## config.mk

```make
export PLATFORM = sky130hd
export DESIGN_NAME = mem_responder
export DESIGN_NICKNAME = d
export VERILOG_FILES = /design/src/rtl/mem_responder.sv
export SDC_FILE = /design/constraint.sdc
export NUM_CORES = 2
export LEC_CHECK = 0
export ABC_AREA = 0
export BUFFER_PORTS_ARGS = -buffer_cell sky130_fd_sc_hd__clkbuf_2
export CAP_MARGIN = 40
export CORE_AREA = 5 5 427 534
export CTS_BUF_LIST = sky130_fd_sc_hd__clkbuf_8 sky130_fd_sc_hd__clkbuf_16
export CTS_CLUSTER_DIAMETER = 200
export DETAILED_ROUTE_END_ITERATION = 12
export DIE_AREA = 0 0 432 539
export PLACE_DENSITY = 0.54
export SLEW_MARGIN = 20
export SYNTH_ARGS = -nofsm -noshare
export SYNTH_HDL_FRONTEND = slang
export SYNTH_SLANG_ARGS = --single-unit
```

## constraint.sdc

```tcl
create_clock -name clk -period 5.3 [get_ports clk]
set_input_delay 0.795 -clock clk [delete_from_list [all_inputs] [get_ports clk]]
set_output_delay 0.795 -clock clk [all_outputs]
set_load 0.05 [all_outputs]
```

## src/rtl/mem_responder.sv

```systemverilog
// ----------------------------------------------------------------------------
// mem_responder
//
// Byte-wide memory responder for the multicycle MIPS controller/datapath.
// A read returns a little-endian 32-bit word that is assembled one byte lane
// per cycle over four cycles. A write stores a single byte. Either kind of
// request finishes with a one-cycle memready pulse.
//
// Optional feature (compile-time macro): MEMRESP_LOAD_EN
//   Defined   : load_we/load_adr/load_data preload storage in any state.
//               In IDLE a preload takes priority over a pending request.
//   Undefined : the preload port is ignored.
//
// Ports
//   clk        in   clock
//   reset      in   synchronous, active-high reset
//   adr        in   byte address of the request
//   writedata  in   byte to store on memwrite
//   memread    in   read request, held by the initiator until memready
//   memwrite   in   write request, held by the initiator until memready
//   readdata   out  assembled word, byte at adr in [7:0]
//   memready   out  one-cycle completion pulse
//   busy       out  high whenever the FSM is not in IDLE
//   err        out  sticky flag: memread and memwrite requested together
//   load_we    in   preload byte write enable
//   load_adr   in   preload address
//   load_data  in   preload byte
// ----------------------------------------------------------------------------
module mem_responder #(
    parameter int ADDR_W = 8
) (
    input  logic              clk,
    input  logic              reset,
    input  logic [ADDR_W-1:0] adr,
    input  logic [7:0]        writedata,
    input  logic              memread,
    input  logic              memwrite,
    output logic [31:0]       readdata,
    output logic              memready,
    output logic              busy,
    output logic              err,
    input  logic              load_we,
    input  logic [ADDR_W-1:0] load_adr,
    input  logic [7:0]        load_data
);

    typedef enum logic [1:0] {
        IDLE = 2'd0,
        RD   = 2'd1,
        DONE = 2'd2
    } state_t;

    state_t            state_q;
    logic [ADDR_W-1:0] radr_q;
    logic [1:0]        cnt_q;
    logic [31:0]       readdata_q;
    logic              memready_q;
    logic              busy_q;
    logic              err_q;

    logic [7:0]        mem [0:(2**ADDR_W)-1];

    logic              load_active;
    logic [ADDR_W-1:0] rd_addr;
    logic [7:0]        rd_byte;
    logic              write_accept;

`ifdef MEMRESP_LOAD_EN
    assign load_active = load_we;
`else
    assign load_active = 1'b0;
    // Preload port exists for pin compatibility only in this build.
    logic unused_load;
    assign unused_load = ^{load_we, load_adr, load_data};
`endif

    // Lane address wraps naturally at the storage depth.
    assign rd_addr      = radr_q + ADDR_W'(cnt_q);
    assign rd_byte      = mem[rd_addr];
    assign write_accept = (state_q == IDLE) && !load_active && memwrite;

    // NOTE: storage has no reset branch; only the control registers are reset,
    // which keeps the array mappable onto plain RAM. Writes are suppressed
    // while reset is high so an aborted cycle never touches storage.
    always_ff @(posedge clk) begin
        if (!reset) begin
`ifdef MEMRESP_LOAD_EN
            if (load_we) begin
                mem[load_adr] <= load_data;
            end
`endif
            if (write_accept) begin
                mem[adr] <= writedata;
            end
        end
    end

    // NOTE: all state is updated with non-blocking assignments so every
    // register samples the pre-edge values of its peers, whatever the order.
    always_ff @(posedge clk) begin
        if (reset) begin
            state_q    <= IDLE;
            radr_q     <= '0;
            cnt_q      <= '0;
            readdata_q <= '0;
            memready_q <= 1'b0;
            busy_q     <= 1'b0;
            err_q      <= 1'b0;
        end else begin
            memready_q <= 1'b0;
            case (state_q)
                IDLE: begin
                    // A preload owns this edge; the request waits in IDLE.
                    if (!load_active) begin
                        if (memwrite) begin
                            state_q    <= DONE;
                            memready_q <= 1'b1;
                            busy_q     <= 1'b1;
                            if (memread) begin
                                err_q <= 1'b1;
                            end
                        end else if (memread) begin
                            radr_q  <= adr;
                            cnt_q   <= '0;
                            state_q <= RD;
                            busy_q  <= 1'b1;
                        end
                    end
                end
                RD: begin
                    readdata_q[{cnt_q, 3'b000} +: 8] <= rd_byte;
                    cnt_q <= cnt_q + 2'd1;
                    if (cnt_q == 2'd3) begin
                        state_q    <= DONE;
                        memready_q <= 1'b1;
                    end
                end
                DONE: begin
                    // Requests still asserted here are picked up from IDLE.
                    state_q <= IDLE;
                    busy_q  <= 1'b0;
                end
                default: begin
                    state_q <= IDLE;
                    busy_q  <= 1'b0;
                end
            endcase
        end
    end

    assign readdata = readdata_q;
    assign memready = memready_q;
    assign busy     = busy_q;
    assign err      = err_q;

endmodule

```

# ---- Word-level counts from Yosys, hierarchy flattened
# Memories as Yosys holds them, arrays and structs flattened.
# Cells that the tools add are included.
dict set report totals {
  romBits 0
  output_inout_bits 35
  latchBits 0
  wordCells 46
  n_memories 1
  reg_bits 47
  ram_bits 2048
}
# memory words word_bits read_ports rd_ports_with_merged_regs wr line_no
set memory_table {}
lappend memory_table {mem 256 8 1 0 1 61} ;# logic [7:0] mem [0:(2**ADDR_W)-1];
dict set report op_classes {
  bitwise_logic 2
  eq_ne 6
  reduce_logical 8
  n_div 0
  addsub 3
  n_mul 0
  muxes 17
  n_shift 2
  n_lt_le_gt_ge 0
}
# cell n
set ops {}
lappend ops {{bitwise mux 32 bit} 1}
lappend ops {{variable shift 8 x 7 -> 32 bit, first input constant} 1}
lappend ops {{indexed part select 8 x 7 -> 32 bit} 1}
lappend ops {{two-way mux 2 bit} 5}
lappend ops {{AND reduction 3 bit} 3}
lappend ops {{adder 8 x 2 -> 8 bit} 1}
lappend ops {{case mux 2 bit (2 select lines)} 2}
lappend ops {{two-way mux 1 bit} 7}
lappend ops {{negator 5 -> 7 bit} 1}
lappend ops {{!= test 2 bit, second input constant} 3}
lappend ops {{case mux 1 bit (2 select lines)} 2}
lappend ops {{AND reduction 2 bit} 2}
lappend ops {{!= test 3 bit, second input constant} 1}
lappend ops {{adder 2 x 1 -> 2 bit, second input constant} 1}
lappend ops {{== test 2 x 1 -> 1 bit, second input constant} 1}
lappend ops {{== test 2 bit, second input constant} 1}
lappend ops {{logical NOT 2 bit} 1}
lappend ops {{inverter 1 bit} 2}
lappend ops {{nonzero test 2 bit} 1}
lappend ops {{logical AND 1 bit} 1}

# ---- Depth between registers and ports, before layout
dict set report logic_depth {
  depth_word 5
  ltp_mapped 15
  depth_no_buf 11
}

# ---- Worst setup path before layout
# OpenSTA, ideal clock, no wires.
dict set report synth_timing {
  kind {reg-to-reg}
  from {register cnt_q[0]}
  to {register readdata_q[12], in the netlist readdata[12]}
  t_arrival_ns 3.392
  required_ns 5.174
  n_path_buf 4
  path_stages_with_launch 14
  period_less_slack_ns 3.518
  setup_slack_ns 1.782
  path_cell_list {dfxtp_1 -> ha_1 -> inv_1 -> fa_1 -> buf_2 -> buf_4 -> buf_2 -> buf_1 -> mux4_2 -> mux4_2 -> o32ai_1 -> nor2_1 -> nor3_2 -> o21ai_0}
}
dict set report synth_via {
  elab_chain_len 4
}
# item line_no
set synth_rtl {}
lappend synth_rtl {{start: declaration} 55} ;# logic [1:0] cnt_q;
lappend synth_rtl {{start signal: assignment} 132} ;# cnt_q <= cnt_q + 2'd1;
lappend synth_rtl {{adder 8 x 2 -> 8 bit} 78} ;# assign rd_addr = radr_q + ADDR_W'(cnt_q);
lappend synth_rtl {{memory (256 x 8 bit)} -}
lappend synth_rtl {{indexed part select 8 x 7 -> 32 bit} 131} ;# readdata_q[{cnt_q, 3'b000} +: 8] <= rd_byte;
lappend synth_rtl {{bitwise mux 32 bit (*)} 131}
lappend synth_rtl {{end signal: indexed assignment} 131}
lappend synth_rtl {{end: declaration} 56} ;# logic [31:0] readdata_q;
# Every way passes the cells marked *; elsewhere a longest branch is shown, timed or not.
# A chain may end at the register's enable or synchronous reset.

# ---- Final worst setup path
dict set report layout_timing {
  from {register cnt_q[1]}
  to {register readdata_q[30], in the netlist readdata[30]}
}
# The elaborated chain is that of the path after synthesis.

==> flow_summary.ini <==
[status]
outcome = completed

[yosys]
synthCells = 3994
yosysSeqAreaShare_pct = 76.4
synth_ff_type = edfxtp_1
synth_cell_types = 68
ys_seq_elements = 2095
synth_area_mm2 = 0.0818
syn-num-nets = 4040
synthArstFlopShare_pct = 0
synth_edf_count = 2048
syn_avg_cell_area_um2 = 20.5
yosys_warnings = 0

[worst_hold_path]
hold_path_class = in2reg

[job]
maxCapViolations = 0

[sta]
fin_tns_setup_ns = 0
slew_viol_final = 0
setup_slack_ns = 0.214
period_share_pct = 96.0
setup-violations-final = 0
rsz0062_at_grt = false
relSlewSlack_pct = 23.2
finalHoldViolations = 0
fin_skew_ns = 0.0536
fmax_ghz = 0.197
period_needed_ns = 5.09
tightest_slew_ns = 1.15

[global_route]
use_met2_pct = 32.1
globalRouteTotalUtil_pct = 18.5
grt_pass1_vias = 41812
use_met1_pct = 23.9
grt_pass1_wl_mm = 311
antenna_found_initial = 11
gr-usage-met3_pct = 2.94
grt_max_degree = 149
grt-ovfl-total = 0
grt.busiest_layer = met2

[power]
vdd_ir_drop_max_v = 0.000294
p_leak_nw = 29.4
powerDensity_mw_per_mm2 = 369

[route]
post_drt_wl_per_cell_um = 29.4
dr.pass1.iters = 7
first_iter_violations = 3968
wl_mm = 219
drtAntennaViolNets = 0
via_per_inst = 5.50
drc = 0
vias = 40898

[placed_design]
dpl_worst_slack_ns = 0.229
dp_cells = 7021
io_buffers = 54
gp_congestion = 0.838
dpl.hpwl_mm = 137

[worst_setup_path]
cp_data_arrival_time_ns = 5.82
end_kind = flip-flop
critical_path.max_fanout = 41
cpPeakStageDelay_ns = 1.07
cp.required_ns = 6.04
slowest_stage = fa_4
crit_type = reg2reg
crit_chain = inv_1, fa_4, buf_12, mux4_2, and2_1, a2111oi_0, a31oi_1, o2111ai_1, a32o_1, o211ai_1, a22o_1
startpoint_type = flip-flop

[finish]
final_nets = 4389
stdcell_count = 7441
final_util_pct = 42.2
multi_input_area_mm2 = 0.0182
synthToLayoutAreaGrowth_pct = 14.9
drive_gt1_share_pct = 27.3
ff_latch_area_mm2 = 0.0624
nFillCells = 19388

[clocking]
cts_resized = 0
cts_hold_buf = 0
clock-sinks = 2095
post_cts_buffers = 0
h-tree-depth = 4
cts_root_buffer = clkbuf_16
clock_latency_ns = 0.85
path_clk_slew_ns = 0.06
cts_buffers = 203
tritoncts = yes
clk_path_buf_depth = 4

[floorplanning]
chipHeight_um = 539
fp.dieW_um = 432
pin_count = 72
die-area_mm2 = 0.233
initial_core_util_pct = 36.7
core_mm2 = 0.223
row_count = 194
==> through the flow <==
step,hold WS (ns),power [W],instance area (µm²)
floorplan,0.441,0.0200,81800
global route,0.221,0.0358,94000
finish,0.245,0.0347,94000
global placement,0.443,0.0211,86900
CTS,0.205,0.0350,93500
detailed placement,0.444,0.0211,87200
==> per-layer routing <==
metal	part of all wire (%)	vias to the layer above
met5	0	-
met4	3.4	0
met3	5.8	343
met2	51	1335
met1	39	22085
li1	-	17135
==> cell type report <==
cell class	instances	area share [%]
Timing Repair Buffer	373	3.45
Sequential cell	2095	66.4
Clock inverter	154	1.21
Tap cell	2940	3.91
Multi-Input combinational cell	1653	19.4
Clock buffer	206	5.49
Antenna cell	3	0.00799
Inverter	17	0.0679
==> cells in the mapped netlist (3+ instances only) <==
cell type     n  area share [%]
nand2b_1      5           0.038
nor3_1       14           0.086
buf_1        10           0.046
a32oi_1      21            0.22
a211oi_1      8           0.073
o22ai_1       4           0.031
nand2_1     296             1.4
nand4_1      32            0.24
clkbuf_1     93            0.43
mux4_2      539              15
inv_1        13           0.060
mux2i_1      61            0.75
a2111oi_2     4           0.073
nand3_1     122            0.75
and3b_1       3           0.032
a31oi_1      33            0.25
buf_4        48            0.44
mux2_2        9            0.12
nor2b_1      11           0.084
o211ai_1      4           0.037
a21oi_1      27            0.17
nor3b_1       3           0.028
o21ai_1      17            0.10
nor2_1      283             1.3
and3_1        4           0.031
xnor2_1       4           0.043
buf_2        73            0.45
and2_1        3           0.023
ha_1          8            0.12
o21ai_0      54            0.33
o2111ai_1     7           0.075
a22o_1        5           0.054
clkinv_1      4           0.018
a32o_1        9            0.11
buf_6         5           0.069
dfxtp_1      47             1.2
o221ai_1      5           0.054
a311oi_1      9           0.096
edfxtp_1   2048              75
a41oi_1      11            0.12
==> cells by family after synthesis <==
group / after synthesis / synth area share [%]
flops: 2095 / 76.4
simple gates: 789 / 4.11
mux: 609 / 15.7
buf+inv: 246 / 1.51
compound gates: 236 / 2.02
xor+xnor: 10 / 0.158
fa+ha+maj: 9 / 0.147
==> cells in the final DEF (no fill, tap or decap), types with 9 or more instances in the layout <==
cell type  synthesis  routed
a32o_1             9       9
dfxtp_1           47      46
nand4_1           32      32
edfxtp_1        2048    2048
a41oi_1           11      11
buf_8              0       9
buf_12             0      32
o21ai_1           17      17
nor3_1            14      13
buf_4             48     274
inv_1             13      56
clkinv_2           0      37
nand2_1          296     293
bufinv_16          0      17
mux4_2           539     539
nor2_1           283     282
a311oi_1           9       9
mux2_2             9       9
a32oi_1           21      21
clkinv_1           4      50
nand3_1          122     118
nor2b_1           11      11
mux2i_1           61      61
a31oi_1           33      33
clkbuf_16          0     206
o21ai_0           54      52
clkbuf_2           0      46
a21oi_1           27      27
==> flip-flops by register name, indices dropped and copies added, names as in the netlist <==
name,count
mem,2048
readdata,32
radr_q,8
cnt_q,2
state_q,2
busy,1
err,1
memready,1
==> worst max-delay path, delay by kind of cell, from the launching register on <==
kind            cells  cell delay [ns]
buf+inv             2             0.53
simple gates        1             0.18
compound gates      6             2.26
mux                 1             0.34
fa+ha+maj           1             1.07
flops               1             0.52
==> where the power goes <==
group	leakage, nW	internal (W)	total (W)	switching, W
logic	7.32	0.000980	0.00252	0.00154
registers	18.8	0.0182	0.0182	0.0000245
clock network	3.26	0.00784	0.0140	0.00611
==> worst paths after layout <==
kind                             startpoint                        end  slack [ns]  cells after the start
hold reg to reg   readdata[27]$_SDFFE_PP0P_  readdata[27]$_SDFFE_PP0P_        0.45                      2
setup / recovery      cnt_q[1]$_SDFFE_PP0P_  readdata[30]$_SDFFE_PP0P_        0.21                     11
setup reg to reg      cnt_q[1]$_SDFFE_PP0P_  readdata[30]$_SDFFE_PP0P_        0.21                     11
hold / removal                 writedata[0]       mem[47][0]$_DFFE_PP_        0.24                      1
(Power assumes the default switching activity.)
